--- src/rtl/nab_axi_lite_regfile_pkg.sv ---
// Register map, FSM state types and the byte-lane merge helper shared by the
// AXI4-Lite register file of the neuromorphic ASIC bridge.
package nab_axi_lite_regfile_pkg;

  // Word indices (byte offset >> 2); the decoder only looks at addr[5:2].
  localparam logic [3:0] CharSelectReg    = 4'h0;
  localparam logic [3:0] NetworkOutputReg = 4'h1;
  localparam logic [3:0] DirectCtrlReg    = 4'h2;
  localparam logic [3:0] DebugReg         = 4'h3;
  localparam logic [3:0] Aux0Reg          = 4'h4;
  localparam logic [3:0] Aux1Reg          = 4'h5;
  localparam logic [3:0] Aux2Reg          = 4'h6;
  localparam logic [3:0] Aux3Reg          = 4'h7;
  localparam logic [3:0] PwmClkDivReg     = 4'h8;
  localparam logic [3:0] PwmDutyReg       = 4'h9;
  localparam logic [3:0] PwmCntrReg       = 4'hA;
  localparam logic [3:0] PmodDacReg       = 4'hB;

  localparam logic [1:0] RespOkay = 2'b00;

  typedef enum logic [0:0] {WIdle, WResp} wr_state_e;
  typedef enum logic [0:0] {RIdle, RData} rd_state_e;

  // With use_strb clear every lane is written regardless of strb.
  function automatic logic [31:0] merge_wstrb(input logic [31:0] old_val,
                                              input logic [31:0] new_val,
                                              input logic [3:0]  strb,
                                              input logic        use_strb);
    logic [31:0] res;
    res = old_val;
    for (int i = 0; i < 4; i++) begin
      if (!use_strb || strb[i]) begin
        res[8*i +: 8] = new_val[8*i +: 8];
      end
    end
    return res;
  endfunction

endpackage

--- src/rtl/nab_axi_lite_regfile_if.sv ---
// AXI4-Lite bus bundle between the CPU/bench (master) and the register file (slave).
interface nab_axi_lite_regfile_if #(
  parameter int unsigned ADDR_WIDTH = 9,
  parameter int unsigned DATA_WIDTH = 32
);

  logic [ADDR_WIDTH-1:0]   awaddr;
  logic                    awvalid;
  logic                    awready;

  logic [DATA_WIDTH-1:0]   wdata;
  logic [DATA_WIDTH/8-1:0] wstrb;
  logic                    wvalid;
  logic                    wready;

  logic [1:0]              bresp;
  logic                    bvalid;
  logic                    bready;

  logic [ADDR_WIDTH-1:0]   araddr;
  logic                    arvalid;
  logic                    arready;

  logic [DATA_WIDTH-1:0]   rdata;
  logic [1:0]              rresp;
  logic                    rvalid;
  logic                    rready;

  modport master (
    output awaddr, awvalid, wdata, wstrb, wvalid, bready, araddr, arvalid, rready,
    input  awready, wready, bresp, bvalid, arready, rdata, rresp, rvalid
  );

  modport slave (
    input  awaddr, awvalid, wdata, wstrb, wvalid, bready, araddr, arvalid, rready,
    output awready, wready, bresp, bvalid, arready, rdata, rresp, rvalid
  );

endinterface

--- src/rtl/nab_axi_lite_regfile.sv ---
// AXI4-Lite responder holding the bridge control registers and returning live status on reads.
// Write and read channels run independent two-state FSMs, one outstanding transaction each.
module nab_axi_lite_regfile
  import nab_axi_lite_regfile_pkg::*;
#(
  parameter int unsigned ADDR_WIDTH = 9,
  parameter int unsigned DATA_WIDTH = 32,
  parameter int unsigned USE_WSTRB  = 0
) (
  input  logic                  S_AXI_ACLK,
  input  logic                  S_AXI_ARESETN,
  nab_axi_lite_regfile_if.slave s_axi,

  output logic [DATA_WIDTH-1:0] char_select_o,
  output logic [DATA_WIDTH-1:0] direct_ctrl_o,
  output logic [DATA_WIDTH-1:0] debug_o,
  output logic [DATA_WIDTH-1:0] pwm_clk_div_o,
  output logic [DATA_WIDTH-1:0] pwm_duty_o,
  output logic [DATA_WIDTH-1:0] pmod_dac_o,
  output logic                  pmod_dac_wr_o,

  input  logic [DATA_WIDTH-1:0] network_output_i,
  input  logic [DATA_WIDTH-1:0] aux0_i,
  input  logic [DATA_WIDTH-1:0] aux1_i,
  input  logic [DATA_WIDTH-1:0] aux2_i,
  input  logic [DATA_WIDTH-1:0] aux3_i,
  input  logic [DATA_WIDTH-1:0] pwm_cntr_i
);

  localparam int unsigned StrbWidth = DATA_WIDTH / 8;
  localparam logic        UseStrb   = (USE_WSTRB != 0);

  // ---------------------------------------------------------------------------
  // Write channel
  // ---------------------------------------------------------------------------
  wr_state_e             wr_state_q, wr_state_d;
  logic                  awready_q, awready_d;
  logic                  wready_q, wready_d;
  logic                  bvalid_q, bvalid_d;
  logic                  aw_held_q, aw_held_d;
  logic                  w_held_q, w_held_d;
  logic [3:0]            aw_idx_q, aw_idx_d;
  logic [DATA_WIDTH-1:0] wdata_q, wdata_d;
  logic [StrbWidth-1:0]  wstrb_q, wstrb_d;
  logic                  wr_en;

  always_comb begin
    wr_state_d = wr_state_q;
    awready_d  = 1'b0;
    wready_d   = 1'b0;
    bvalid_d   = bvalid_q;
    aw_held_d  = aw_held_q;
    w_held_d   = w_held_q;
    aw_idx_d   = aw_idx_q;
    wdata_d    = wdata_q;
    wstrb_d    = wstrb_q;
    wr_en      = 1'b0;

    unique case (wr_state_q)
      WIdle: begin
        if (awready_q && s_axi.awvalid) begin
          aw_held_d = 1'b1;
          aw_idx_d  = s_axi.awaddr[5:2];
        end
        if (wready_q && s_axi.wvalid) begin
          w_held_d = 1'b1;
          wdata_d  = s_axi.wdata;
          wstrb_d  = s_axi.wstrb;
        end
        if (aw_held_q && w_held_q) begin
          wr_en      = 1'b1;
          bvalid_d   = 1'b1;
          aw_held_d  = 1'b0;
          w_held_d   = 1'b0;
          wr_state_d = WResp;
        end else begin
          // Single-cycle ready pulse per channel; held channels stay closed.
          awready_d = s_axi.awvalid && !aw_held_q && !awready_q;
          wready_d  = s_axi.wvalid && !w_held_q && !wready_q;
        end
      end
      WResp: begin
        if (s_axi.bready) begin
          bvalid_d   = 1'b0;
          wr_state_d = WIdle;
        end
      end
      default: wr_state_d = WIdle;
    endcase
  end

  always_ff @(posedge S_AXI_ACLK or negedge S_AXI_ARESETN) begin
    if (!S_AXI_ARESETN) begin
      wr_state_q <= WIdle;
      awready_q  <= 1'b0;
      wready_q   <= 1'b0;
      bvalid_q   <= 1'b0;
      aw_held_q  <= 1'b0;
      w_held_q   <= 1'b0;
      aw_idx_q   <= '0;
      wdata_q    <= '0;
      wstrb_q    <= '0;
    end else begin
      wr_state_q <= wr_state_d;
      awready_q  <= awready_d;
      wready_q   <= wready_d;
      bvalid_q   <= bvalid_d;
      aw_held_q  <= aw_held_d;
      w_held_q   <= w_held_d;
      aw_idx_q   <= aw_idx_d;
      wdata_q    <= wdata_d;
      wstrb_q    <= wstrb_d;
    end
  end

  // ---------------------------------------------------------------------------
  // RW register bank
  // ---------------------------------------------------------------------------
  logic [DATA_WIDTH-1:0] char_select_q, direct_ctrl_q, debug_q;
  logic [DATA_WIDTH-1:0] pwm_clk_div_q, pwm_duty_q, pmod_dac_q;
  logic                  pmod_dac_wr_q;

  // RO and unmapped indices fall into the default arm and change nothing.
  always_ff @(posedge S_AXI_ACLK or negedge S_AXI_ARESETN) begin
    if (!S_AXI_ARESETN) begin
      char_select_q <= '0;
      direct_ctrl_q <= '0;
      debug_q       <= '0;
      pwm_clk_div_q <= '0;
      pwm_duty_q    <= '0;
      pmod_dac_q    <= '0;
      pmod_dac_wr_q <= 1'b0;
    end else begin
      pmod_dac_wr_q <= wr_en && (aw_idx_q == PmodDacReg);
      if (wr_en) begin
        case (aw_idx_q)
          CharSelectReg: char_select_q <= merge_wstrb(char_select_q, wdata_q, wstrb_q, UseStrb);
          DirectCtrlReg: direct_ctrl_q <= merge_wstrb(direct_ctrl_q, wdata_q, wstrb_q, UseStrb);
          DebugReg:      debug_q       <= merge_wstrb(debug_q, wdata_q, wstrb_q, UseStrb);
          PwmClkDivReg:  pwm_clk_div_q <= merge_wstrb(pwm_clk_div_q, wdata_q, wstrb_q, UseStrb);
          PwmDutyReg:    pwm_duty_q    <= merge_wstrb(pwm_duty_q, wdata_q, wstrb_q, UseStrb);
          PmodDacReg:    pmod_dac_q    <= merge_wstrb(pmod_dac_q, wdata_q, wstrb_q, UseStrb);
          default: ;
        endcase
      end
    end
  end

  // ---------------------------------------------------------------------------
  // Read channel
  // ---------------------------------------------------------------------------
  rd_state_e             rd_state_q, rd_state_d;
  logic                  arready_q, arready_d;
  logic                  rvalid_q, rvalid_d;
  logic [DATA_WIDTH-1:0] rdata_q, rdata_d;
  logic [DATA_WIDTH-1:0] rd_mux;

  always_comb begin
    rd_mux = '0;
    case (s_axi.araddr[5:2])
      CharSelectReg:    rd_mux = char_select_q;
      NetworkOutputReg: rd_mux = network_output_i;
      DirectCtrlReg:    rd_mux = direct_ctrl_q;
      DebugReg:         rd_mux = debug_q;
      Aux0Reg:          rd_mux = aux0_i;
      Aux1Reg:          rd_mux = aux1_i;
      Aux2Reg:          rd_mux = aux2_i;
      Aux3Reg:          rd_mux = aux3_i;
      PwmClkDivReg:     rd_mux = pwm_clk_div_q;
      PwmDutyReg:       rd_mux = pwm_duty_q;
      PwmCntrReg:       rd_mux = pwm_cntr_i;
      PmodDacReg:       rd_mux = pmod_dac_q;
      default:          rd_mux = '0;
    endcase
  end

  always_comb begin
    rd_state_d = rd_state_q;
    arready_d  = 1'b0;
    rvalid_d   = rvalid_q;
    rdata_d    = rdata_q;

    unique case (rd_state_q)
      RIdle: begin
        if (arready_q && s_axi.arvalid) begin
          // Sampled before this edge's register update, so a same-cycle write reads old.
          rdata_d    = rd_mux;
          rvalid_d   = 1'b1;
          rd_state_d = RData;
        end else begin
          arready_d = s_axi.arvalid && !arready_q;
        end
      end
      RData: begin
        if (s_axi.rready) begin
          rvalid_d   = 1'b0;
          rd_state_d = RIdle;
        end
      end
      default: rd_state_d = RIdle;
    endcase
  end

  always_ff @(posedge S_AXI_ACLK or negedge S_AXI_ARESETN) begin
    if (!S_AXI_ARESETN) begin
      rd_state_q <= RIdle;
      arready_q  <= 1'b0;
      rvalid_q   <= 1'b0;
      rdata_q    <= '0;
    end else begin
      rd_state_q <= rd_state_d;
      arready_q  <= arready_d;
      rvalid_q   <= rvalid_d;
      rdata_q    <= rdata_d;
    end
  end

  // ---------------------------------------------------------------------------
  // Outputs
  // ---------------------------------------------------------------------------
  assign s_axi.awready = awready_q;
  assign s_axi.wready  = wready_q;
  assign s_axi.bvalid  = bvalid_q;
  assign s_axi.bresp   = RespOkay;
  assign s_axi.arready = arready_q;
  assign s_axi.rvalid  = rvalid_q;
  assign s_axi.rdata   = rdata_q;
  assign s_axi.rresp   = RespOkay;

  assign char_select_o = char_select_q;
  assign direct_ctrl_o = direct_ctrl_q;
  assign debug_o       = debug_q;
  assign pwm_clk_div_o = pwm_clk_div_q;
  assign pwm_duty_o    = pwm_duty_q;
  assign pmod_dac_o    = pmod_dac_q;
  assign pmod_dac_wr_o = pmod_dac_wr_q;

  logic unused_addr_bits;
  assign unused_addr_bits = ^{s_axi.awaddr[ADDR_WIDTH-1:6], s_axi.awaddr[1:0],
                              s_axi.araddr[ADDR_WIDTH-1:6], s_axi.araddr[1:0]};

endmodule

--- src/flat_wrapper.sv ---
// flat-port wrapper written by rule: the top's interface ports become plain ports
module nab_axi_lite_regfile_flat import nab_axi_lite_regfile_pkg::*;
#(
  parameter int unsigned ADDR_WIDTH = 9,
  parameter int unsigned DATA_WIDTH = 32,
  parameter int unsigned USE_WSTRB  = 0
)
  (S_AXI_ACLK, S_AXI_ARESETN, char_select_o, direct_ctrl_o, debug_o, pwm_clk_div_o, pwm_duty_o, pmod_dac_o, pmod_dac_wr_o, network_output_i, aux0_i, aux1_i, aux2_i, aux3_i, pwm_cntr_i, s_axi_awaddr, s_axi_awvalid, s_axi_wdata, s_axi_wstrb, s_axi_wvalid, s_axi_bready, s_axi_araddr, s_axi_arvalid, s_axi_rready, s_axi_awready, s_axi_wready, s_axi_bresp, s_axi_bvalid, s_axi_arready, s_axi_rdata, s_axi_rresp, s_axi_rvalid);
  nab_axi_lite_regfile_if #(.ADDR_WIDTH(ADDR_WIDTH), .DATA_WIDTH(DATA_WIDTH)) s_axi_i ();
  input  logic S_AXI_ACLK;
  input  logic S_AXI_ARESETN;
  output logic [DATA_WIDTH-1:0] char_select_o;
  output logic [DATA_WIDTH-1:0] direct_ctrl_o;
  output logic [DATA_WIDTH-1:0] debug_o;
  output logic [DATA_WIDTH-1:0] pwm_clk_div_o;
  output logic [DATA_WIDTH-1:0] pwm_duty_o;
  output logic [DATA_WIDTH-1:0] pmod_dac_o;
  output logic pmod_dac_wr_o;
  input  logic [DATA_WIDTH-1:0] network_output_i;
  input  logic [DATA_WIDTH-1:0] aux0_i;
  input  logic [DATA_WIDTH-1:0] aux1_i;
  input  logic [DATA_WIDTH-1:0] aux2_i;
  input  logic [DATA_WIDTH-1:0] aux3_i;
  input  logic [DATA_WIDTH-1:0] pwm_cntr_i;
  input wire logic [$bits(s_axi_i.awaddr)-1:0] s_axi_awaddr;
  input wire logic [$bits(s_axi_i.awvalid)-1:0] s_axi_awvalid;
  input wire logic [$bits(s_axi_i.wdata)-1:0] s_axi_wdata;
  input wire logic [$bits(s_axi_i.wstrb)-1:0] s_axi_wstrb;
  input wire logic [$bits(s_axi_i.wvalid)-1:0] s_axi_wvalid;
  input wire logic [$bits(s_axi_i.bready)-1:0] s_axi_bready;
  input wire logic [$bits(s_axi_i.araddr)-1:0] s_axi_araddr;
  input wire logic [$bits(s_axi_i.arvalid)-1:0] s_axi_arvalid;
  input wire logic [$bits(s_axi_i.rready)-1:0] s_axi_rready;
  output wire logic [$bits(s_axi_i.awready)-1:0] s_axi_awready;
  output wire logic [$bits(s_axi_i.wready)-1:0] s_axi_wready;
  output wire logic [$bits(s_axi_i.bresp)-1:0] s_axi_bresp;
  output wire logic [$bits(s_axi_i.bvalid)-1:0] s_axi_bvalid;
  output wire logic [$bits(s_axi_i.arready)-1:0] s_axi_arready;
  output wire logic [$bits(s_axi_i.rdata)-1:0] s_axi_rdata;
  output wire logic [$bits(s_axi_i.rresp)-1:0] s_axi_rresp;
  output wire logic [$bits(s_axi_i.rvalid)-1:0] s_axi_rvalid;
  assign s_axi_i.awaddr = s_axi_awaddr;
  assign s_axi_i.awvalid = s_axi_awvalid;
  assign s_axi_i.wdata = s_axi_wdata;
  assign s_axi_i.wstrb = s_axi_wstrb;
  assign s_axi_i.wvalid = s_axi_wvalid;
  assign s_axi_i.bready = s_axi_bready;
  assign s_axi_i.araddr = s_axi_araddr;
  assign s_axi_i.arvalid = s_axi_arvalid;
  assign s_axi_i.rready = s_axi_rready;
  assign s_axi_awready = s_axi_i.awready;
  assign s_axi_wready = s_axi_i.wready;
  assign s_axi_bresp = s_axi_i.bresp;
  assign s_axi_bvalid = s_axi_i.bvalid;
  assign s_axi_arready = s_axi_i.arready;
  assign s_axi_rdata = s_axi_i.rdata;
  assign s_axi_rresp = s_axi_i.rresp;
  assign s_axi_rvalid = s_axi_i.rvalid;
  nab_axi_lite_regfile #(.ADDR_WIDTH(ADDR_WIDTH), .DATA_WIDTH(DATA_WIDTH), .USE_WSTRB(USE_WSTRB)) u_core (.S_AXI_ACLK(S_AXI_ACLK), .S_AXI_ARESETN(S_AXI_ARESETN), .s_axi(s_axi_i), .char_select_o(char_select_o), .direct_ctrl_o(direct_ctrl_o), .debug_o(debug_o), .pwm_clk_div_o(pwm_clk_div_o), .pwm_duty_o(pwm_duty_o), .pmod_dac_o(pmod_dac_o), .pmod_dac_wr_o(pmod_dac_wr_o), .network_output_i(network_output_i), .aux0_i(aux0_i), .aux1_i(aux1_i), .aux2_i(aux2_i), .aux3_i(aux3_i), .pwm_cntr_i(pwm_cntr_i));
endmodule
--- config.mk ---
export PLATFORM = sky130hd
export DESIGN_NAME = nab_axi_lite_regfile_flat
export DESIGN_NICKNAME = d
export VERILOG_FILES = /design/src/rtl/nab_axi_lite_regfile_pkg.sv /design/src/rtl/nab_axi_lite_regfile_if.sv /design/src/rtl/nab_axi_lite_regfile.sv /design/src/flat_wrapper.sv
export SDC_FILE = /design/constraint.sdc
export NUM_CORES = 1
export LEC_CHECK = 0
export CAP_MARGIN = 20
export CORE_AREA = 2 2 188 190
export DETAILED_ROUTE_END_ITERATION = 10
export DIE_AREA = 0 0 190 192
export DONT_BUFFER_PORTS = 1
export PLACE_DENSITY_LB_ADDON = 0.08
export SLEW_MARGIN = 0
export SYNTH_ARGS = -nofsm -noshare
export SYNTH_HDL_FRONTEND = slang
export SYNTH_SLANG_ARGS = --single-unit
--- constraint.sdc ---
create_clock -name S_AXI_ACLK -period 2.55 [get_ports S_AXI_ACLK]
set_input_delay 0.6375 -clock S_AXI_ACLK [delete_from_list [all_inputs] [get_ports S_AXI_ACLK]]
set_output_delay 0.6375 -clock S_AXI_ACLK [all_outputs]
set_load 0.01 [all_outputs]
==> results of run 1 <==
[power by group]
part,leakage [nW],internal [mW],total [mW],switching (mW)
Combinational,2.56,1.66,2.73,1.07
Sequential,3.58,5.78,8.39,2.60
Clock,0.482,2.54,4.36,1.82
[cells in the mapped netlist (3+ instances only)]
master,n
dfrtp_1,270
mux2_2,235
a22oi_1,54
mux2i_1,47
buf_2,45
nand2_1,41
o21ai_0,34
a32oi_1,27
nor2_1,26
o22ai_1,25
clkbuf_1,22
a21oi_1,21
a221oi_1,17
a22o_1,17
nor3_1,16
mux4_2,14
buf_4,13
nor2b_1,12
o221ai_1,10
inv_1,7
mux2_1,6
nand3_1,6
nand3b_1,6
a221o_1,5
nand2b_1,5
nor3b_1,5
o22a_1,5
o211ai_1,4
or2_2,4
and2_1,3
and3_1,3
nor2_2,3
o31ai_1,3
o32a_1,3
[worst max-delay path: cells and delay by family (launching register included)]
kind,cells,cell delay [ns]
buf+inv,1,0.38
flops,1,0.37
mux,1,0.38
simple gates,4,0.76
[registers in the layout (all words and copies together), names as in the netlist, 4 cells and up]
name                  cells
u_core.direct_ctrl_o     32
u_core.pmod_dac_o        32
u_core.pwm_clk_div_o     32
u_core.aw_idx_q           4
u_core.wdata_q           32
u_core.char_select_o     32
u_core.s_axi.rdata       32
u_core.debug_o           32
u_core.pwm_duty_o        32
[cell families (layout without fill, tap and decap cells)]
kind of cell | count (synthesis) | count (layout) | synth area share
multiplexers | 302 | 302 | 0.265
flip-flops | 270 | 270 | 0.512
AO/OA/AOI/OAI | 239 | 239 | 0.133
AND/OR/NAND/NOR | 140 | 140 | 0.0551
buffers and inverters | 90 | 114 | 0.0347
other | 1 | 8 | 0.000284
[layer usage]
| metal | track usage | vias up | share of wire |
|---|---|---|---|
| met4 | 0.0859 | 4 | 0.028 |
| met2 | 0.496 | 541 | 0.47 |
| met1 | 0.372 | 5105 | 0.39 |
| li1 | - | 4032 | - |
| met5 | 0 | - | 0.00053 |
| met3 | 0.105 | 85 | 0.11 |
[worst paths after layout]
check | from | endpoint | cells after the start | slack [ns]
max | u_core.w_held_q | u_core.char_select_o[13] | 6 | 0.53
min | S_AXI_ARESETN | u_core.pmod_dac_o[25] | 0 | -0.23
max reg2reg | u_core.w_held_q | u_core.char_select_o[13] | 6 | 0.53
min reg2reg | u_core.aw_held_q | u_core.s_axi.awready | 1 | 0.47
max in group asynchronous | S_AXI_ARESETN | u_core.s_axi.rdata[3] | 0 | 2.40
min in group S_AXI_ACLK | s_axi_bready | u_core.s_axi.bvalid | 1 | 0.17
[area by class of cell]
| class | instances | share of cell area |
|---|---|---|
| clock inverter | 8 | 0.00472 |
| antenna | 4 | 0.000674 |
| sequential | 270 | 0.455 |
| inverter | 7 | 0.00177 |
| multi-input combinational | 685 | 0.408 |
| tap | 455 | 0.0383 |
| clock buffer | 46 | 0.0614 |
| timing repair buffer | 53 | 0.0302 |
==> out/metrics.cfg, run 1 <==
[sta]
finalCritPeriodShare=0.794
hold_viol_final=270
slew_viol_final=0
hold-worst-slack_ns=-0.231
rsz0062_at_grt=false
fin_tns_setup_ns=0
timing.final.ws_setup_ns=0.526
setup_violations=0
layout_min_cycle_time_ns=2.02
maxSlewHeadroom=0.344
fmax_ghz=0.494
fin_skew_ns=0.0170
worst_slew_pin_slew_ns=0.979

[finish]
layout_commonest_cell=dfrtp_1
fin_cells=1528
final_core_util=0.433
fin_area_mm2=0.0149
drive_above_1_share=0.347
final_cell_mix=270 x dfrtp_1, 235 x mux2_2, 54 x a22oi_1
multiInputGateArea_mm2=0.00606
area.sequential_mm2=0.00676
nets=1301
syn2layout_area_growth_pct=12.5
nFillCells=3245

[detailed_routing]
routed_wl_mm=56.1
wl_per_cell_um=36.7
via_per_inst=6.39
via_count=9767
drc=0
ant_nets=0
first_iter_violations=663
drt_first_pass_iters=5

[critical_path]
crit_required_ns=3.00
critPathKind=flip-flop to flip-flop
start_kind=flip-flop
crit_chain=nand2_1 -> nor3_4 -> nand2b_1 -> nor3_4 -> buf_4 -> mux2_2
crit_arrival_ns=2.47
crit_path_max_fanout=16
cp_slowest_cell=buf_4
cp_common_cell=nor3_4
end_kind=flip-flop
cpPeakStageDelay_ns=0.38

[logic_synthesis]
netlist_top_cells_area=dfrtp_1 51%, mux2_2 20%, mux2i_1 3.6%, a22oi_1 3.1%, mux4_2 2.4%
netlist_area_mm2=0.0132
yosysWarnings=0
synth_top_area_frac=0.512
ys_types=55
synth_top_area_cell=dfrtp_1
syn_area_per_cell_um2=12.7
syn_inst=1042
yosys_register_bits=270
synthFlopType=dfrtp_1
yosysSeqAreaShare=0.512
async_flop_share=1.00
synth_edf_count=0

[clock_tree]
clkLatencyLatePin_ns=0.57
h-tree-depth=1
cts_setup_buffers=0
path_clk_slew_ns=0.06
cts.sinks=270
cts_max_path_buffers=3
cts_root_buf=clkbuf_16
cts_tree=done
cts_made_buffers=31
ctsResizeCount=0

[die]
die_w_um=190
num_rows=68
core-area_mm2=0.0343
io_pins=487
die_area_mm2=0.0365
initial_core_util=0.385
die_h_um=192

[place]
dp_hpwl_mm=38.7
io_buffer_count=0
gp_congestion=0.800
dpl_cell_area_mm2=0.0139
place_ws_ns=0.435
dpl.cell_count=1470

[global_routing]
antenna_found_initial=6
first_global_vias=10100
grt_max_degree=271
grt_usage=0.300
grt-ovfl-total=0
grt_pass1_wl_mm=77.7

[worst_hold_path]
hold_path_class=input port to asynchronous set/reset pin

[status]
status=finished with violations
violations=hold timing

[power_and_ir_drop]
p_leak_nw=6.62
power.density_mw_per_mm2=1040
total_power_mw=15.5
max-vdd-ir-drop_uv=575

[job]
maxCapViolCount=0

No activity file was read; power rests on OpenSTA's default activity.
==> run 2, diff against run 1 <==
==> constraint.sdc (replaced) <==
create_clock -name S_AXI_ACLK -period 1.75 [get_ports S_AXI_ACLK]
set_input_delay 0.4375 -clock S_AXI_ACLK [delete_from_list [all_inputs] [get_ports S_AXI_ACLK]]
set_output_delay 0.4375 -clock S_AXI_ACLK [all_outputs]
set_load 0.01 [all_outputs]
==> out/metrics.cfg, run 2 (same netlist as run 1, synthesis figures left out) <==
[sta]
timing.final.ws_setup_ns=-0.0687  ; -0.595 ns
hold-worst-slack_ns=-0.397  ; -0.166 ns
fin_skew_ns=0.0175  ; +0.000545 ns
rsz0062_at_grt=true
slew_viol_final=0  ; unchanged
layout_min_cycle_time_ns=1.82  ; -0.205 ns
maxSlewHeadroom=0.479  ; +0.135
finalCritPeriodShare=1.04  ; +0.246
worst_slew_pin_slew_ns=0.778  ; -0.202 ns
hold_viol_final=270  ; unchanged
setup_violations=51  ; +51
fmax_ghz=0.550  ; +11%

[place]
place_ws_ns=-0.186  ; -0.621 ns
dpl.cell_count=1509  ; +2.7%
dp_hpwl_mm=39.5  ; +1.9%
gp_congestion=0.814  ; +1.7%
io_buffer_count=0  ; unchanged

[critical_path]
reg2regPathDepth=6  ; unchanged
crit_family=simple AND/OR/NAND/NOR gates
startpoint=u_core.wr_state_q
crit_required_ns=2.16  ; -0.84 ns
start_kind=flip-flop
cpPeakStageDelay_ns=0.40  ; +0.02 ns
reg2reg_slack_ns=-0.07  ; -0.59 ns
crit_path_max_fanout=9  ; -7
crit_arrival_ns=2.23  ; -0.24 ns
critPathBufInv=2  ; +1
end_kind=flip-flop
crit_chain=nor3_4 -> nand2b_4 -> nor3b_4 -> buf_12 -> buf_16 -> mux2_4
cp_slowest_cell=dfrtp_1
reg2reg_from=u_core.wr_state_q
timing.rr.end=u_core.direct_ctrl_o[21]
critPathKind=flip-flop to flip-flop

[global_routing]
grt-ovfl-total=0  ; unchanged
grt_usage=0.311  ; +0.0107
first_global_vias=10300  ; +2.0%
antenna_found_initial=3  ; -3
grt_pass1_wl_mm=79.9  ; +2.8%
grt_max_degree=271  ; unchanged

[job]
maxCapViolCount=0  ; unchanged

[detailed_routing]
via_count=10100  ; +3.7%
routed_wl_mm=59.0  ; +5.2%
drc=0  ; unchanged
first_iter_violations=830  ; +25%
wl_per_cell_um=37.0  ; +0.91%
drt_first_pass_iters=6  ; +1
ant_nets=0  ; unchanged
via_per_inst=6.36  ; -0.54%

[finish]
drive_above_1_share=0.396  ; +0.0485
syn2layout_area_growth_pct=22.9
layout_commonest_cell=dfrtp_1
nFillCells=3122  ; -3.8%
fin_cells=1593  ; +4.3%
final_cell_mix=270 x dfrtp_1, 171 x mux2_2, 72 x buf_4
area.sequential_mm2=0.00676  ; unchanged
multiInputGateArea_mm2=0.00636  ; +4.9%
nets=1365  ; +4.9%

[die]
initial_core_util=0.385  ; unchanged
die_area_mm2=0.0365  ; unchanged
core-area_mm2=0.0343  ; unchanged
die_w_um=190  ; unchanged
num_rows=68  ; unchanged
die_h_um=192  ; unchanged
io_pins=487  ; unchanged

[clock_tree]
cts_max_path_buffers=3  ; unchanged
cts_tree=done
cts_made_buffers=35  ; +13%
cts.sinks=270  ; unchanged
clkLatencyLatePin_ns=0.54  ; -0.03 ns
path_clk_slew_ns=0.06  ; about the same
cts_root_buf=clkbuf_16
ctsHoldBuffers=2
h-tree-depth=2  ; +1

[power_and_ir_drop]
p_leak_nw=7.29  ; +10%
power.density_mw_per_mm2=1530  ; +47%
total_power_mw=24.8  ; +60%
max-vdd-ir-drop_uv=838  ; +46%

[worst_hold_path]
hold_path_class=input port to asynchronous set/reset pin

[status]
violations=hold timing, setup timing
status=finished with violations

## run 2: cell types whose count changed in the layout (fill, tap and decap cells not counted), moves of 6 or more
cell       change
buf_12        +17
buf_4         +23
buf_6          +7
clkbuf_16     +10
mux2_1         -6
mux2_2        -64
mux2_4        +70
## run 2: how the worst max path moves through the flow
stage | end | slack [ns] | cells after the start
after floorplan | u_core.direct_ctrl_o[11] | -0.03 | 6
after global placement | u_core.direct_ctrl_o[1] | -0.15 | 6
after detailed placement | u_core.direct_ctrl_o[1] | -0.19 | 6
after CTS | u_core.direct_ctrl_o[1] | -0.08 | 6
after global routing | u_core.direct_ctrl_o[30] | -0.11 | 6
final | u_core.direct_ctrl_o[21] | -0.07 | 6
## run 2: metrics by stage
| stage | cell area (um2) | TNS [ns] | utilization | hold WS [ns] |
|---|---|---|---|---|
| 6_report | 16200 | -1.64 | 0.473 | -0.397 |
| 5_1_grt | 16200 | -6.80 | 0.473 | -0.409 |
| 4_1_cts | 15800 | -2.07 | 0.462 | -0.414 |
| 3_5_place_dp | 14400 | -13.66 | 0.420 | 0.150 |
| 3_3_place_gp | 14400 | -10.26 | 0.420 | 0.150 |
| 2_1_floorplan | 13300 | -1.23 | - | 0.142 |
## run 2: what timing repair did
action / CTS / global route
buffers inserted: 7 / 5
resized for setup: 13 / 70
cloned: 4 / 5
endpoints found under the setup margin: 96 / 154
hold endpoints to repair: 273 / 270
pin swaps: 2 / 2
## run 2: cell type report
cell class / count / share of cell area
clock inverters: 9 / 0.00779
multi-input cells: 685 / 0.392
repair buffers: 113 / 0.0806
inverters: 7 / 0.00162
flip-flops and latches: 270 / 0.417
diodes: 3 / 0.000463
well taps: 455 / 0.0351
clock buffers: 51 / 0.0659
## run 2: report_power, final
group	internal (mW)	switching, mW	total [mW]
sequential	8.43	3.87	12.3
clock	4.67	2.86	7.52
combinational	3.19	1.81	5.01
## run 2: layer usage
metal  GRT usage  up-vias  wire (um)
met3       0.107       96       5880
met2       0.505      565      28000
met1       0.387     5338      23400
met4       0.104        0       1700
li1            -     4129          -
met5           0        -          0
